### config.mk
export PLATFORM = sky130hd
export DESIGN_NAME = dma_burst_sequencer
export DESIGN_NICKNAME = d
export VERILOG_FILES = /design/src/rtl/dma_burst_sequencer.sv
export SDC_FILE = /design/constraint.sdc
export NUM_CORES = 1
export LEC_CHECK = 0
export ABC_AREA = 1
export CAP_MARGIN = 15
export CORE_AREA = 8 8 191 148
export CTS_BUF_LIST = sky130_fd_sc_hd__clkbuf_4 sky130_fd_sc_hd__clkbuf_8
export DETAILED_ROUTE_END_ITERATION = 10
export DIE_AREA = 0 0 199 156
export PLACE_DENSITY = 0.69
export SLEW_MARGIN = 5
export SYNTH_ARGS = -nofsm -noshare
export SYNTH_HDL_FRONTEND = slang
export SYNTH_SLANG_ARGS = --single-unit
### constraint.sdc
create_clock -name m_axi_aclk -period 7 [get_ports m_axi_aclk]
set_input_delay 1.75 -clock m_axi_aclk [delete_from_list [all_inputs] [get_ports m_axi_aclk]]
set_output_delay 1.75 -clock m_axi_aclk [all_outputs]
set_load 0.03 [all_outputs]
### src/rtl/dma_burst_sequencer.sv
// Splits one copy command into MAX_BURST-capped, 4 KB-safe bursts and drives the Dma read/write engines.
// One burst per CALC/ISSUE/GUARD/WAIT pass (4 cycles minimum); the next burst waits until both engines report idle.
module dma_burst_sequencer #(
  parameter int DMA_DATA_WIDTH_SRC = 64,
  parameter int DMA_AXI_ADDR_WIDTH = 32,
  parameter int MAX_BURST          = 16,
  parameter int BEATS_WIDTH        = 16
) (
  input  logic                          m_axi_aclk,
  input  logic                          m_axi_aresetn,
  input  logic                          cmd_start_i,
  input  logic [DMA_AXI_ADDR_WIDTH-1:0] cmd_src_addr_i,
  input  logic [DMA_AXI_ADDR_WIDTH-1:0] cmd_dst_addr_i,
  input  logic [BEATS_WIDTH-1:0]        cmd_beats_i,
  output logic                          cmd_busy_o,
  output logic                          cmd_done_o,
  output logic                          read_start_o,
  output logic [DMA_AXI_ADDR_WIDTH-1:0] read_addr_o,
  output logic [7:0]                    read_len_o,
  output logic [2:0]                    read_size_o,
  input  logic                          read_busy_i,
  output logic                          write_start_o,
  output logic [DMA_AXI_ADDR_WIDTH-1:0] write_addr_o,
  output logic [7:0]                    write_len_o,
  output logic [2:0]                    write_size_o,
  input  logic                          write_busy_i
);

  localparam int AW        = DMA_AXI_ADDR_WIDTH;
  localparam int SIZE_LOG2 = $clog2(DMA_DATA_WIDTH_SRC / 8);
  // Wide enough for both the beat count plus one and the 4096-byte page room.
  localparam int CW        = (BEATS_WIDTH + 1 > 14) ? BEATS_WIDTH + 1 : 14;
  localparam logic [AW-1:0] ALIGN_MASK = ~AW'((64'd1 << SIZE_LOG2) - 64'd1);

  typedef enum logic [2:0] {
    S_IDLE,
    S_CALC,
    S_ISSUE,
    S_GUARD,
    S_WAIT,
    S_DONE
  } state_t;

  state_t                 state_q, state_d;
  logic [AW-1:0]          src_q, dst_q;
  logic [BEATS_WIDTH-1:0] rem_q;
  logic [CW-1:0]          burst_q;
  logic [CW-1:0]          src_room, dst_room, burst_calc;
  logic [AW-1:0]          step;
  logic                   engines_idle;

  assign read_size_o  = 3'(SIZE_LOG2);
  assign write_size_o = 3'(SIZE_LOG2);
  assign engines_idle = !read_busy_i && !write_busy_i;
  assign step         = AW'(burst_q) << SIZE_LOG2;

  always_comb begin
    src_room   = (CW'(4096) - CW'(src_q[11:0])) >> SIZE_LOG2;
    dst_room   = (CW'(4096) - CW'(dst_q[11:0])) >> SIZE_LOG2;
    burst_calc = CW'(rem_q);
    if (CW'(MAX_BURST) < burst_calc) burst_calc = CW'(MAX_BURST);
    if (src_room < burst_calc)       burst_calc = src_room;
    if (dst_room < burst_calc)       burst_calc = dst_room;
  end

  always_comb begin
    state_d       = state_q;
    read_start_o  = 1'b0;
    write_start_o = 1'b0;
    cmd_busy_o    = 1'b0;
    cmd_done_o    = 1'b0;
    case (state_q)
      S_IDLE: begin
        if (cmd_start_i) state_d = (cmd_beats_i == '0) ? S_DONE : S_CALC;
      end
      S_CALC: begin
        cmd_busy_o = 1'b1;
        state_d    = S_ISSUE;
      end
      S_ISSUE: begin
        cmd_busy_o    = 1'b1;
        read_start_o  = 1'b1;
        write_start_o = 1'b1;
        state_d       = S_GUARD;
      end
      // Engines raise busy one cycle after start, so busy is not trusted here.
      S_GUARD: begin
        cmd_busy_o = 1'b1;
        state_d    = S_WAIT;
      end
      S_WAIT: begin
        cmd_busy_o = 1'b1;
        if (engines_idle) state_d = (rem_q == BEATS_WIDTH'(burst_q)) ? S_DONE : S_CALC;
      end
      S_DONE: begin
        cmd_done_o = 1'b1;
        state_d    = S_IDLE;
      end
      default: state_d = S_IDLE;
    endcase
  end

  always_ff @(posedge m_axi_aclk) begin
    if (!m_axi_aresetn) begin
      state_q      <= S_IDLE;
      src_q        <= '0;
      dst_q        <= '0;
      rem_q        <= '0;
      burst_q      <= '0;
      read_addr_o  <= '0;
      write_addr_o <= '0;
      read_len_o   <= '0;
      write_len_o  <= '0;
    end else begin
      state_q <= state_d;
      case (state_q)
        S_IDLE: begin
          if (cmd_start_i) begin
            src_q <= cmd_src_addr_i & ALIGN_MASK;
            dst_q <= cmd_dst_addr_i & ALIGN_MASK;
            rem_q <= cmd_beats_i;
          end
        end
        S_CALC: begin
          burst_q      <= burst_calc;
          read_addr_o  <= src_q;
          write_addr_o <= dst_q;
          read_len_o   <= 8'(burst_calc - CW'(1));
          write_len_o  <= 8'(burst_calc - CW'(1));
        end
        S_WAIT: begin
          if (engines_idle) begin
            src_q <= src_q + step;
            dst_q <= dst_q + step;
            rem_q <= rem_q - BEATS_WIDTH'(burst_q);
          end
        end
        default: ;
      endcase
    end
  end

endmodule

After elaboration in Yosys (flattened, before gate mapping)
Cells that the tools add are included. Widths: inputs -> output; s select.

Output and inout port bits: 90. Word-level logic and storage cells: 54. Register bits: 171.

$lt $le $gt $ge: 3. Reductions and logical operators: 9. Mux-type cells: 20. Equal/unequal tests: 8. Add/subtract/negate cells: 6.

Operators with widths (count): $mux 32 (4); $pmux 32 s2 (2); $mux 16 (5); $add 32x19->32 (2); $lt 14x16->1 (2); $pmux 16 s2 (1); $sub 13x12->14 const A (2); $eq 16x16->1 (1); $logic_not 16->1 (1); $lt 5x16->1 const A (1); $sub 16x16->16 (1); $pmux 3 s5 (1); $mux 3 (4); $sub 8x1->8 const B (1); $eq 3x2->1 const B (2); $eq 3x3->1 const B (2); $ne 2x2->1 const B (2); $reduce_or 4->1 (1); $eq 3x1->1 const B (1); $logic_not 3->1 (1); $mux 1 (3); $reduce_and 3->1 (1); $logic_not 1->1 (2); $reduce_and 2->1 (1); 2 further kinds (2).

Depth between registers and ports, before layout
Gate-level depths: netlist of run 1.

Depth in word-level cells: 7. Gate-level depth with buffers: 38. Gate-level depth less buffers: 36.

Worst setup path before layout of run 1
No wires, ideal clock.

Path type: register to register. From: register src_q[3]. To: register write_len_o[4]. Setup time: 0.115 ns. Data required time: 6.885 ns. Arrival: 3.979 ns. Setup slack: 2.906 ns. Buffers on the path: 2. Cell stages (with the launch flop): 31. Cell sequence: dfxtp_1 > nor3_1 > inv_1 > nor3_1 > nand2_1 > nor2_1 > xor2_1 > ha_1 > nand2_1 > nor2_1 > a211oi_1 > nand2_1 > nand2_2 > nand2_2 > buf_6 > nor2_1 > inv_1 > ha_1 > a21oi_1 > nor2_1 > a211oi_1 > nand2_2 > nand2_4 > nand2_4 > buf_8 > o21ai_4 > ha_1 > nand2_2 > nor2_1 > a21oi_1 > and2_1.

Longest elaborated chain between the ends: 6.

Ends and longest elaborated chain: from (decl) (RTL line 45) `logic [AW-1:0] src_q, dst_q;`; from (signal assigned) (RTL line 119) `src_q <= cmd_src_addr_i & ALIGN_MASK;`; from (signal assigned) (RTL line 133) `src_q <= src_q + step;`; $sub 13x12->14 * (RTL line 58) `src_room = (CW'(4096) - CW'(src_q[11:0])) >> SIZE_LOG2;`; $lt 14x16->1 (RTL line 62) `if (src_room < burst_calc) burst_calc = src_room;`; $mux 16 * (RTL line 62); $lt 14x16->1 (RTL line 63) `if (dst_room < burst_calc) burst_calc = dst_room;`; $mux 16 * (RTL line 63); $sub 8x1->8 * (RTL line 129) `write_len_o <= 8'(burst_calc - CW'(1));`; to (signal assigned) (RTL line 129); to (decl) (RTL line 24) `output logic [7:0] write_len_o,`.

Every way passes the cells marked *; elsewhere a longest branch is shown, timed or not. A chain may end at the register's enable or synchronous reset.

Final worst setup path of run 1
From: register src_q[5]. To: register write_len_o[4].

The elaborated chain is that of the path after synthesis.

==> out/qor.yml, run 1 <==
slowest_stage: "o21ai_0"
grt_pass1_vias: 9294
cts_resized: 0
wire_per_inst_um: 16.2
worstPathMaxFanout: 16
hold_viol: 0
insertion_delay_ns: 0.48
yosysWarnings: 0
hold_class: "flip-flop to flip-flop"
syn_inst: 1427
hold_start: "rem_q[9]"
ys_ff_latch: 159
min_path_cells: 2
crit_top_cell: "nand2_1"
ys_seq_area_share_pct: 32.0
hold_end: "rem_q[9]"
cpPeakStageDelay_ns: 0.51
cts_buffer_depth: 2
start_util_pct: 39.2
rsz0062_at_grt: "false"
clk_pin_slew_worst_paths_ns: 0.09
finalPower_mw: 3.36
coreArea_um2: 25300
reg2reg_to: "write_len_o[4]"
drt_drc_violations_left: 0
drive_gt1_share_pct: 4.98
r2r_slack_ns: 2.08
end_kind: "flip-flop"
seqCellArea_um2: 3180
fin_crit_sh_pct: 70.3
grt_overflow: 0
grt_use_total_pct: 19.5
fin_nets: 1692
drt_wl_total_um: 30600
dieArea_um2: 31000
syn_area_um2: 9930
area_growth_syn_to_layout_pct: 20.5
crit_family: "simple AND/OR/NAND/NOR gates"
nFillCells: 2552
power.leakage_nw: 5.16
vdd_drop_max_mv: 0.139
critPathKind: "flip-flop to flip-flop"
n_antenna_cell: 0
cp.buffers_inverters: 1
route.vias.total: 9759
syn_avg_cell_area_um2: 6.96
clock_sinks: 159
setup_tns_ns: 0
synth-edff-count: 0
drtPass1Iterations: 5
fin_skew_ns: 0.0178
r2r_start: "src_q[5]"
cts_made_buffers: 17
cap_violations: 0
die_w_um: 199
timing.fmax_mhz: 203
fin_crit_ns: 4.92
dr.first_iter.drc_count: 744
tritoncts: "done"
dp_hpwl_um: 21800
die_h_um: 156
cp.required_ns: 7.37
antenna_found_initial: 0
port_buffers: 156
synth_area_leaders: "dfxtp_1 32%, ha_1 8.7%, nor2_1 8.2%, nand2_1 8.0%, a21oi_1 7.5%"
cp-start-kind: "flip-flop"
grt_pass1_wl_um: 48700
synthFlopType: "dfxtp_1"
drv_slew: 0
drtAntennaViolNets: 0
cts-root-buf: "clkbuf_8"
top_level_ports: 175
setup_viol: 0
r2r_cells: 29
htreeDepth: 4
worstMarginPinSlew_ns: 1.06
multi_input_comb_area_um2: 5920
vias_per_cell: 5.16
yosys.area.top_type: "dfxtp_1"
synthDistinctLibCells: 46
arrival_ns: 5.29
synth_top_area_share_pct: 32.0
post-cts-setup-buffer-count: 0
cts_hold_buf: 0
power_density_nw_per_um2: 281
gp_congestion: 0.901
rows: 51
status: "complete, no violations"
grt_max_degree: 102
slew-limit-headroom_pct: 29.4
synthArstFlopShare_pct: 0
==> layer usage <==
layer / routed length, um / GRT usage (%) / share of wire (%) / vias up
met2: 13200 / 30.3 / 43 / 277
met1: 15100 / 27.5 / 49 / 4490
met3: 1980 / 4.55 / 6.5 / 23
li1: - / - / - / 4969
met4: 262 / 3.28 / 0.86 / 0
met5: 0 / 0 / 0 / -
==> registers in the layout (all words and copies together) (netlist names) <==
register / flops
dst_q: 29
write_addr_o: 29
src_q: 29
rem_q: 16
write_len_o: 8
read_addr_o: 29
burst_q: 16
state_q: 3
==> layout by cell type, fill, tap and decap left out, drive strengths merged, types with 2 or more instances in the layout <==
master | netlist | layout
o21a | 4 | 4
nor4 | 7 | 7
a221oi | 9 | 9
nand3 | 43 | 43
xnor2 | 26 | 26
a2111oi | 2 | 2
nor3 | 18 | 18
conb | 2 | 17
a21oi | 148 | 148
and2 | 3 | 3
ha | 69 | 69
o211ai | 21 | 21
xor2 | 33 | 33
o21ai | 159 | 159
o31ai | 2 | 2
a311oi | 2 | 2
clkdlybuf4s50 | 0 | 155
a31oi | 8 | 8
clkinv | 0 | 4
o221ai | 8 | 8
clkbuf | 64 | 23
o21bai | 9 | 9
dfxtp | 159 | 159
nand4 | 11 | 11
nand2 | 226 | 226
fa | 3 | 3
inv | 125 | 127
nor2 | 220 | 220
clkinvlp | 0 | 2
a211oi | 11 | 11
or2 | 4 | 4
buf | 26 | 9
==> per-stage QoR <==
step	instances	util [%]	area, um^2	setup WS (ns)	hold WS [ns]
detailed placement	1860	45.8	11600	2.22	0.481
global route	1891	47.3	12000	1.58	0.519
finish	1891	47.3	12000	2.08	0.495
CTS	1891	47.3	12000	2.18	0.497
floorplan	1442	-	9990	2.91	0.452
global placement	1860	45.8	11600	2.25	0.473
==> cells by family after synthesis <==
family | after synthesis | synth area share [%]
AND/OR/NAND/NOR | 535 | 22.6
AO/OA/AOI/OAI | 385 | 21.7
flip-flops | 159 | 32.0
buffers and inverters | 215 | 9.11
XOR/XNOR | 59 | 5.20
other | 2 | 0.0756
adder cells (fa/ha/maj) | 72 | 9.29
==> final cells by class <==
class	count	area share, %
Multi-Input combinational cell	1068	49.4
Sequential cell	159	26.6
Timing Repair Buffer	164	13.5
Inverter	125	3.92
Tap cell	344	3.59
Clock buffer	23	2.54
Clock inverter	8	0.470
==> worst max-delay path by stage <==
stage | start | to | cells after the start | slack, ns
detailed placement | src_q[5] | write_len_o[2] | 30 | 2.22
finish | src_q[5] | write_len_o[4] | 29 | 2.08
global route | src_q[5] | write_len_o[4] | 30 | 1.58
CTS | src_q[5] | write_len_o[2] | 30 | 2.18
floorplan | src_q[3] | write_len_o[4] | 30 | 2.91
global placement | src_q[5] | write_len_o[2] | 30 | 2.25
==> cells in the mapped netlist, types with 2 or more instances <==
cell       count
nand2_1      211
o21bai_1       8
a311oi_1       2
nand3_2        3
nor4_1         7
inv_2          3
nand2_2       11
o31ai_1        2
nand3_1       40
a31oi_1        8
or2_2          4
conb_1         2
a221oi_1       9
nor2_1       217
buf_4         21
a2111oi_0      2
o21ai_0      146
fa_1           3
a211oi_1      11
o21ai_1       12
nor2_2         3
and2_1         3
o211ai_1      21
nand4_1       11
xor2_1        33
buf_1          3
dfxtp_1      159
nor3_1        17
inv_1        122
ha_1          69
xnor2_1       26
a21oi_1      148
nand2_4        4
clkbuf_1      64
o21a_1         4
o221ai_1       8
==> worst register-to-register path, delay by kind of cell (launching register included) <==
kind / cells / cell delay, ns
adders and majority gates: 3 / 0.83
DFF: 1 / 0.41
buffers and inverters: 1 / 0.08
AOI/OAI and AO/OA: 4 / 0.94
xor gates and xnor gates: 1 / 0.26
and+or+nand+nor: 20 / 2.29
==> report_power, final <==
part	switching (mW)	total [mW]	internal, mW
sequential	0.114	1.14	1.02
combinational	0.997	1.57	0.576
clock	0.361	0.651	0.290
total	1.47	3.36	1.89
No activity file was read; power rests on OpenSTA's default activity.
==> run 2: changes to the inputs <==
- PLACE_DENSITY: 0.69 -> 0.71
- clock period: 7 -> 4.3 ns (I/O delays scaled with it)
==> out/qor.yml, run 2 (synthesis results as in run 1) <==
status: "complete, no violations"
crit_top_cell: "nand2_1"
r2r_start: "src_q[5]"
p_sw_mw: 2.68  # +82%
grt_pass1_vias: 9731  # +4.7%
port_buffers: 156  # unchanged
stdcell_area_um2: 12700  # +6.4%
timing.fmax_mhz: 240  # +18%
fin_nets: 1740  # +2.8%
top_level_ports: 175  # unchanged
setup_viol: 0  # unchanged
area_growth_syn_to_layout_pct: 28.3
clk_pin_slew_worst_paths_ns: 0.10  # about the same
hold_class: "flip-flop to flip-flop"
r2r_cells: 30  # +3.4%
cpPeakStageDelay_ns: 0.34  # -0.17 ns
place_area_um2: 11900  # +2.6%
wire_per_inst_um: 16.2  # +0.13%
worst_slack_ns: 0.140  # -1.94 ns
die_h_um: 156  # unchanged
rsz0062_at_grt: "true"
tritoncts: "done"
cap_violations: 0  # unchanged
combPwrFrac_pct: 51.5  # +4.7 points
layout_commonest_cell: "nor2_1"
rows: 51  # unchanged
die_w_um: 199  # unchanged
seq_power_share_pct: 28.7  # -5.1 points
drt_wl_total_um: 31400  # +2.7%
vdd_drop_max_mv: 0.287  # +110%
dieArea_um2: 31000  # unchanged
fin_crit_sh_pct: 96.7  # +26 points
finalPower_mw: 6.43  # +91%
cts_made_buffers: 17  # unchanged
slew-limit-headroom_pct: 24.5  # -4.9 points
grt_pass1_wl_um: 49900  # +2.5%
setup_tns_ns: 0  # unchanged
power.leakage_nw: 5.49  # +6.4%
busiest_layer: "met2"
cts_buffer_depth: 2  # unchanged
hold_viol: 0  # unchanged
internal_power_mw: 3.75  # +98%
grt_max_degree: 104  # +2.0%
hold_end: "dst_q[27]"
final_cells: 1939  # +2.5%
gp_congestion: 0.885  # -1.8%
place_ws_ns: -0.180  # -2.40 ns
reg2reg_to: "write_len_o[2]"
insertion_delay_ns: 0.48  # about the same
drtAntennaViolNets: 0  # unchanged
power_density_nw_per_um2: 505  # +80%
nFillCells: 2471  # -3.2%
slowest_stage: "dfxtp_2"
drt_drc_violations_left: 0  # unchanged
placedCellCount: 1897  # +2.0%
grtUsageMet1_pct: 27.5  # about the same
swShare_pct: 41.7  # -2.1 points
coreArea_um2: 25300  # unchanged
drtPass1Iterations: 5  # unchanged
htreeDepth: 4  # unchanged
antenna_found_initial: 0  # unchanged
cp-start-kind: "flip-flop"
worstMarginPinSlew_ns: 1.13  # +0.0722 ns
critPathKind: "flip-flop to flip-flop"
drv_slew: 0  # unchanged
grt_overflow: 0  # unchanged
drive_gt1_share_pct: 11.0  # +6.0 points
route.vias.total: 9991  # +2.4%
power_frac_clock_pct: 19.8  # +0.4 points
clock_sinks: 159  # unchanged
vias_per_cell: 5.15  # -0.16%
arrival_ns: 4.54  # -0.75 ns
fin_skew_ns: 0.0201  # +0.00230 ns
cts-root-buf: "clkbuf_8"
dp_hpwl_um: 22200  # +1.8%
dr.first_iter.drc_count: 565  # -24%
grtUsageMet3_pct: 4.51  # -0.043 points
fin_crit_ns: 4.16  # -0.761 ns
worstPathMaxFanout: 7  # -9
hold_start: "dst_q[27]"
n_antenna_cell: 0  # unchanged
grt_use_total_pct: 20.0  # +0.44 points
cp.required_ns: 4.68  # -2.69 ns
end_kind: "flip-flop"
start_util_pct: 39.2  # unchanged
cts_hold_buf: 0  # unchanged
r2r_slack_ns: 0.14  # -1.94 ns
final_cell_mix: "209 x nor2_1, 199 x nand2_1, 156 x dfxtp_1"
min_path_cells: 2  # unchanged
grt_util_met2_pct: 31.0  # +0.75 points
-- run 2: power groups by stage --
stage	Sequential [mW]	Combinational, mW	Clock (mW)
2_1_floorplan	2.00	1.73	0
6_report	1.85	3.31	1.27
5_1_grt	1.88	3.65	1.36
3_5_place_dp	1.87	2.78	0
4_1_cts	1.84	2.85	1.29
3_3_place_gp	1.87	2.74	0
-- run 2: layout make-up --
class / instances / area (um^2) / share of cell area [%]
inverters: 125 / 469 / 3.68
multi-input cells: 1069 / 6200 / 48.6
flip-flops and latches: 159 / 3190 / 25.0
clock inverters: 10 / 161 / 1.27
well taps: 344 / 430 / 3.38
repair buffers: 211 / 2020 / 15.8
clock buffers: 21 / 277 / 2.17
-- run 2: worst max-delay path: cells and delay by family (launching register included) --
family	cells	cell delay (ns)
simple gates	15	1.53
compound gates	6	0.86
fa+ha+maj	3	0.65
buf+inv	5	0.50
flops	1	0.34
xor+xnor	1	0.19
-- run 2: how the worst max path moves through the flow --
| stage | from | to | slack [ns] | cells past startpoint |
|---|---|---|---|---|
| final | src_q[5] | write_len_o[2] | 0.14 | 30 |
| after global placement | src_q[3] | write_len_o[4] | -0.1 | 32 |
| after CTS | src_q[3] | write_len_o[4] | 0.0005 | 33 |
| after floorplan | src_q[3] | write_len_o[4] | 0.21 | 30 |
| after detailed placement | src_q[3] | write_len_o[4] | -0.18 | 32 |
| after global routing | src_q[5] | write_len_o[6] | -0.13 | 34 |
-- run 2: through the flow --
step,hold slack (ns),utilization (%)
after global routing,0.516,50.3
after floorplan,0.452,-
after detailed placement,0.474,47.0
after CTS,0.488,48.9
after global placement,0.471,47.0
final,0.486,50.3
-- run 2: per-layer routing --
| metal | wire, um | vias up |
|---|---|---|
| met1 | 15300 | 4612 |
| met3 | 2020 | 30 |
| li1 | - | 5064 |
| met2 | 13600 | 285 |
| met4 | 473 | 0 |
| met5 | 0 | - |
-- run 2: timing repair --
| item | 4_1_cts | 5_1_grt |
|---|---|---|
| setup buffers | 0 | 10 |
| endpoints found under the setup margin | 16 | 18 |
| resized for setup | 9 | 67 |
| pin swaps | 1 | 30 |
| cloned | 0 | 1 |
==> run 3: changes to the inputs <==
- CORE_AREA: 8 8 191 148 -> 2 2 185 142
- DIE_AREA: 0 0 199 156 -> 0 0 187 144
- MAX_ROUTING_LAYER: default -> met4
- clock period: 4.3 -> 3.6 ns (I/O delays scaled with it)
==> out/qor.yml, run 3 (synthesis results as in run 1) <==
arrival_ns: 4.29  # -0.25 ns
tritoncts: "done"
drt_wl_total_um: 31000  # -1.5%
htreeDepth: 4  # unchanged
status: "finished with violations"
die_w_um: 187  # -6.0%
final_cell_mix: "206 x nor2_1, 194 x nand2_1, 154 x dfxtp_1, 154 x clkdlybuf4s50_1, 141 x a21oi_1"
worstMarginPinSlew_ns: 1.14  # +0.00955 ns
drtPass1Iterations: 5  # unchanged
antenna_found_initial: 1  # +1
worstPathMaxFanout: 5  # -2
dp_hpwl_um: 22000  # -1.0%
cts_buffer_depth: 2  # unchanged
critPathKind: "flip-flop to flip-flop"
vias_per_cell: 5.13  # -0.37%
fin_skew_ns: 0.0238  # +0.00372 ns
final_cells: 1999  # +3.1%
cap_violations: 0  # unchanged
r2r_slack_ns: -0.33  # -0.47 ns
drv_slew: 0  # unchanged
slew-limit-headroom_pct: 23.8  # -0.64 points
vdd_drop_max_mv: 0.372  # +30%
start_util_pct: 39.2  # unchanged
port_buffers: 156  # unchanged
clk_pin_slew_worst_paths_ns: 0.09  # about the same
violations: "setup timing"
fin_nets: 1800  # +3.4%
route.vias.total: 10300  # +2.7%
setup_viol: 18  # +18
drt_drc_violations_left: 0  # unchanged
cp.required_ns: 3.96  # -0.72 ns
cp-start-kind: "flip-flop"
place_ws_ns: -0.538  # -0.358 ns
cts-root-buf: "clkbuf_8"
grt_pass1_vias: 9707  # -0.25%
power.leakage_nw: 5.77  # +5.2%
post-route-util_pct: 52.3  # +2.0 points
placedCellCount: 1953  # +3.0%
dieArea_um2: 26900  # -13%
hold_viol: 0  # unchanged
grt_overflow: 0  # unchanged
slowest_stage: "dfxtp_4"
clock_sinks: 159  # unchanged
rows: 51  # unchanged
power_density_nw_per_um2: 585  # +16%
insertion_delay_ns: 0.48  # about the same
fin_crit_ns: 3.93  # -0.234 ns
place_area_um2: 12400  # +4.1%
crit_top_cell: "nand2_4"
layout_commonest_cell: "nor2_1"
die_h_um: 144  # -7.7%
cpPeakStageDelay_ns: 0.37  # +0.03 ns
wire_per_inst_um: 15.5  # -4.4%
coreArea_um2: 25300  # unchanged
fin_crit_sh_pct: 109  # +12 points
timing.fmax_mhz: 255  # +6.0%
rsz0062_at_grt: "true"
end_kind: "flip-flop"
cts_made_buffers: 17  # unchanged
grt_pass1_wl_um: 49800  # -0.11%
grt_max_degree: 104  # unchanged
worst_slack_ns: -0.325  # -0.466 ns
gp_congestion: 0.922  # +4.2%
area_growth_syn_to_layout_pct: 33.4
grt_use_total_pct: 23.8  # +3.9 points
drtAntennaViolNets: 0  # unchanged
top_level_ports: 175  # unchanged
finalPower_mw: 7.75  # +21%
hold_class: "flip-flop to flip-flop"
stdcell_area_um2: 13200  # +4.0%
drive_gt1_share_pct: 15.4  # +4.4 points
dr.first_iter.drc_count: 602  # +6.5%
-- run 3: what timing repair did --
action                     4_1_cts  5_1_grt
setup endpoints to repair       18       30
pin swaps                       35       30
buffers inserted                15        2
hold buffers                     0        0
resized for setup               39       58
gates cloned                     1        0
-- run 3: through the flow --
stage          setup TNS, ns  hold slack, ns
5_1_grt                -9.12           0.511
4_1_cts                -7.56           0.492
3_3_place_gp           -5.99           0.471
3_5_place_dp           -7.66           0.479
2_1_floorplan         -0.437           0.452
6_report               -4.41           0.489
-- run 3: final cells by class --
cell class	instances	area, um^2
diodes	1	2.50
clock buffers	20	269
clock inverters	10	90.1
fillers	2482	12100
inverters	125	472
multi-input cells	1069	6320
flip-flops and latches	159	3190
well taps	344	430
repair buffers	271	2470
-- run 3: path summary, 6_finish.rpt --
kind,start,end,cells after the start
max reg2reg,src_q[3],write_len_o[7],29
min reg2reg,dst_q[27],dst_q[27],2
min,dst_q[27],dst_q[27],2
max,src_q[3],write_len_o[7],29
-- run 3: power by group --
part / leakage, nW / switching [mW] / total, mW / internal (mW)
logic: 4.28 / 2.40 / 4.26 / 1.86
registers: 1.31 / 0.214 / 2.20 / 1.99
clock network: 0.180 / 0.709 / 1.29 / 0.580
total: 5.77 / 3.32 / 7.75 / 4.43
-- run 3: critical path, delay by kind of cell (launching register included) --
kind	cells	cell delay, ns
flops	1	0.37
xor+xnor	1	0.17
buf+inv	8	0.87
fa+ha+maj	3	0.67
compound gates	1	0.15
simple gates	16	1.57
-- run 3: routing by layer --
metal	vias to the layer above	track usage [%]	wire length, um
met5	-	-	0
met4	0	5.89	446
met3	30	3.98	1690
met2	284	35.6	13100
met1	4775	33.4	15700
li1	5173	-	-
==> RTL edit 1: new RTL, settings of run 1 <==
Set the parameter `DMA_DATA_WIDTH_SRC` to 128 (it was 64).
--- a/src/rtl/dma_burst_sequencer.sv
+++ b/src/rtl/dma_burst_sequencer.sv
@@ -3,3 +3,3 @@
 module dma_burst_sequencer #(
-  parameter int DMA_DATA_WIDTH_SRC = 64,
+  parameter int DMA_DATA_WIDTH_SRC = 128,
   parameter int DMA_AXI_ADDR_WIDTH = 32,
Function: changed (Yosys sat finds a counterexample within 4 cycles, from zero or initial values and one cycle with m_axi_aresetn low).
==> RTL edit 1 against run 1 <==
Routed wire length rose by 0.99%; critical path depth rose by 8; power rose by 10%; critical path type unchanged; design area fell by 0.84%; critical endpoint is now write_len_o[6]$_SDFFE_PN0P_; worst setup slack got worse by 52 ps; global-route usage barely moved; via count fell by 0.42%; sequential cell count fell by 4; synthesized area fell by 1.1%.
==> RTL edit 1: results (changes against run 1) <==
Max stage delay on crit path=350 ps (was 510 ps); Worst slew margin=35.54% (was 29.37%); vias in the first global route=9211 (was 9294); proportion of layout cells with a drive suffix above 1=4.663% (was 4.977%); Place WS=2128 ps (was 2224 ps); worst-path fanout max=18 (was 16); GPL Wtd Cong=0.8810 (was 0.9012); number of nets in the layout=1686 (was 1692); drt first pass iters=6 (was 5); Clk pin slew, worst setup/hold paths=110 ps (was 90 ps); CP max-delay cell=dfxtp_1 (was o21ai_0); routed vias=9718 (was 9759); CTS buffer count=17 (unchanged); via density per instance=5.147 (was 5.161); Clock Skew=18.87 ps (was 17.76 ps); Total GRT Usage=19.49% (was 19.51%); Starting DRT DRC Count=680 (was 744); largest net degree at the start of global routing=95 (was 102); dpl hpwl=22.12 mm (was 21.84 mm); most area-consuming cells after synthesis=dfxtp_1 32%, ha_1 8.5%, nor2_1 8.3% (was dfxtp_1 32%, ha_1 8.7%, nor2_1 8.2%); status=finished clean (unchanged); WP data arrival=5390 ps (was 5290 ps); most frequent cells after synthesis=217 x nor2_1, 213 x nand2_1, 155 x dfxtp_1 (was 217 x nor2_1, 211 x nand2_1, 159 x dfxtp_1); PortBufs=152 (was 156); Synth cell types=43 (was 46); Placed Cells=1856 (was 1860); DP Area=11450 sq um (was 11610 sq um)
## RTL edit 1: routing by layer
layer  global-route usage [%]  vias up  part of all wire [%]
met5                        0        -                     0
met4                    3.135        0                  0.67
met3                    4.419       13                   7.5
met2                    29.65      293                    42
met1                    28.02     4482                    50
li1                         -     4930                     -
## RTL edit 1: final timing paths
| kind | from | endpoint | slack, ps | cells past startpoint |
|---|---|---|---|---|
| worst max-delay path | src_q[4]$_SDFFE_PN0P_ | write_len_o[6]$_SDFFE_PN0P_ | 2030 | 37 |
| worst min-delay path | src_q[24]$_SDFFE_PN0P_ | src_q[24]$_SDFFE_PN0P_ | 500 | 2 |
| worst max register to register | src_q[4]$_SDFFE_PN0P_ | write_len_o[6]$_SDFFE_PN0P_ | 2030 | 37 |
| worst min register to register | src_q[24]$_SDFFE_PN0P_ | src_q[24]$_SDFFE_PN0P_ | 500 | 2 |
## RTL edit 1: area by class of cell
cell class	instances	area, sq um
clock buffer	17	234.0
clock inverter	15	187.7
fill	2587	13460
inverter	130	488.0
multi-input combinational	1066	5847
sequential	155	3104
tap	344	430.4
timing repair buffer	161	1584
## RTL edit 1: kinds of logic (layout without fill, tap and decap cells)
family | after synthesis | after routing | synth area share [%]
buf+inv | 223 | 323 | 9.650
xor+xnor | 64 | 64 | 5.703
simple gates | 541 | 541 | 23.08
other cells | 2 | 18 | 0.07641
flops | 155 | 155 | 31.57
fa+ha+maj | 70 | 70 | 9.141
compound gates | 373 | 373 | 20.78
## RTL edit 1: power breakdown
group	switching, W	internal (W)	leakage, nW
Sequential	0.000137	0.00101	1.28
Clock	0.000429	0.000307	0.214
Combinational	0.00118	0.000647	3.69
==> RTL edit 2: new RTL, settings of run 1 <==
Without the edit above. Put a register stage on the output `write_start_o`, with the module's reset. The value now appears one clock later. The other outputs are not delayed to match.
--- a/src/rtl/dma_burst_sequencer.sv
+++ b/src/rtl/dma_burst_sequencer.sv
@@ -43,2 +43,4 @@
 
+  logic write_start_d;
+
   state_t                 state_q, state_d;
@@ -68,3 +70,3 @@
     read_start_o  = 1'b0;
-    write_start_o = 1'b0;
+    write_start_d = 1'b0;
     cmd_busy_o    = 1'b0;
@@ -82,3 +84,3 @@
         read_start_o  = 1'b1;
-        write_start_o = 1'b1;
+        write_start_d = 1'b1;
         state_d       = S_GUARD;
@@ -142,2 +144,10 @@
 
+  always_ff @(posedge m_axi_aclk) begin
+    if (!m_axi_aresetn) begin
+      write_start_o <= '0;
+    end else begin
+      write_start_o <= write_start_d;
+    end
+  end
+
 endmodule
Check against the original RTL: not equivalent (Yosys sat finds a counterexample within 4 cycles, from zero or initial values and one cycle with m_axi_aresetn low).
==> RTL edit 2 against run 1 <==
Synthesized cell count grew 0.56%; sequential cell count increased by 1; worst setup slack got worse by 63 ps; non-clock buffer count up 3; critical path depth is 6 lower; design area grew 0.21%; synthesized area barely moved; routed wire length decreased by 1.4%.
Power is not compared: it rests on default switching activity, and its combinational part moved more than twofold at a synthesized area within 25%.
==> RTL edit 2: results (changes against run 1) <==
CP delay by family, top=simple AND/OR/NAND/NOR gates (unchanged); DP Area=11650 sq um (was 11610 sq um); wire length on met2=12.55 mm (was 13.22 mm); number of multi-input logic gates=1077 (was 1068); routed length per instance=15.83 um (was 16.18 um); M3 GR Usage=4.807% (was 4.548%); wire length on met1=15.04 mm (was 15.14 mm); multi-input logic portion of the cell area=49.16% (was 49.40%); via density per instance=5.070 (was 5.161); status=finished clean (unchanged); Max stage delay on crit path=600 ps (was 510 ps); dpl hpwl=21.57 mm (was 21.84 mm); Final Non-Filler Cells=1905 (was 1891); DR WL met3=2.242 mm (was 1.975 mm); met1 usage=27.44% (was 27.46%); multi-input logic area=5899 sq um (was 5916 sq um); antenna violations before repair=0 (unchanged); routing usage on met2=28.88% (was 30.27%); combinational share of power=61.7%; setup slack after layout=2017 ps (was 2079 ps); number of nets in the layout=1706 (was 1692); most area-consuming cells after synthesis=dfxtp_1 32%, nor2_1 9.3%, ha_1 8.7% (was dfxtp_1 32%, ha_1 8.7%, nor2_1 8.2%); buffering overhead=13.66% (was 13.50%); clk sinks=160 (was 159); GPL Wtd Cong=0.8820 (was 0.9012); Syn Area/Cell=6.918 sq um (was 6.962 sq um); VDD IR max=0.1999 mV; worst skew pair latency=460 ps (was 480 ps); Logic inverters=126 (was 125); cts repair resizes=0 (unchanged); Starting DRT DRC Count=805 (was 744); CP max-delay cell=a21oi_1 (was o21ai_0); Clock Skew=12.14 ps (was 17.76 ps); WP data arrival=5350 ps (was 5290 ps); largest net degree at the start of global routing=94 (was 102); ClkCell Share=2.951% (was 3.009%); post-synthesis sequential area ratio=32.27% (was 32.04%); Reg area=3204 sq um (was 3183 sq um); vias in the first global route=9037 (was 9294); Total GRT Usage=19.24% (was 19.51%); proportion of layout cells with a drive suffix above 1=5.125% (was 4.977%); most frequent cells after synthesis=246 x nor2_1, 215 x nand2_1, 160 x dfxtp_1 (was 217 x nor2_1, 211 x nand2_1, 159 x dfxtp_1); non-clock buffer count=167 (was 164); Fillers=2580 (was 2552); first-pass GRT wire length=47.96 mm (was 48.69 mm)
-- RTL edit 2: cells by family (layout without fill, tap and decap cells) --
| group | after synthesis | in the layout | synth area share, % |
|---|---|---|---|
| compound gates | 368 | 368 | 20.52 |
| xor+xnor | 65 | 65 | 5.735 |
| fa+ha+maj | 72 | 72 | 9.302 |
| buf+inv | 213 | 324 | 9.024 |
| flops | 160 | 160 | 32.27 |
| other cells | 2 | 17 | 0.07565 |
| simple gates | 555 | 555 | 23.08 |
-- RTL edit 2: worst paths after layout --
kind | to | cells past startpoint | start | slack, ps
setup reg to reg | write_len_o[4]$_SDFFE_PN0P_ | 23 | src_q[5]$_SDFFE_PN0P_ | 2020
hold reg to reg | rem_q[11]$_SDFFE_PN0P_ | 2 | rem_q[11]$_SDFFE_PN0P_ | 490
hold / removal | rem_q[11]$_SDFFE_PN0P_ | 2 | rem_q[11]$_SDFFE_PN0P_ | 490
setup / recovery | write_len_o[4]$_SDFFE_PN0P_ | 23 | src_q[5]$_SDFFE_PN0P_ | 2020
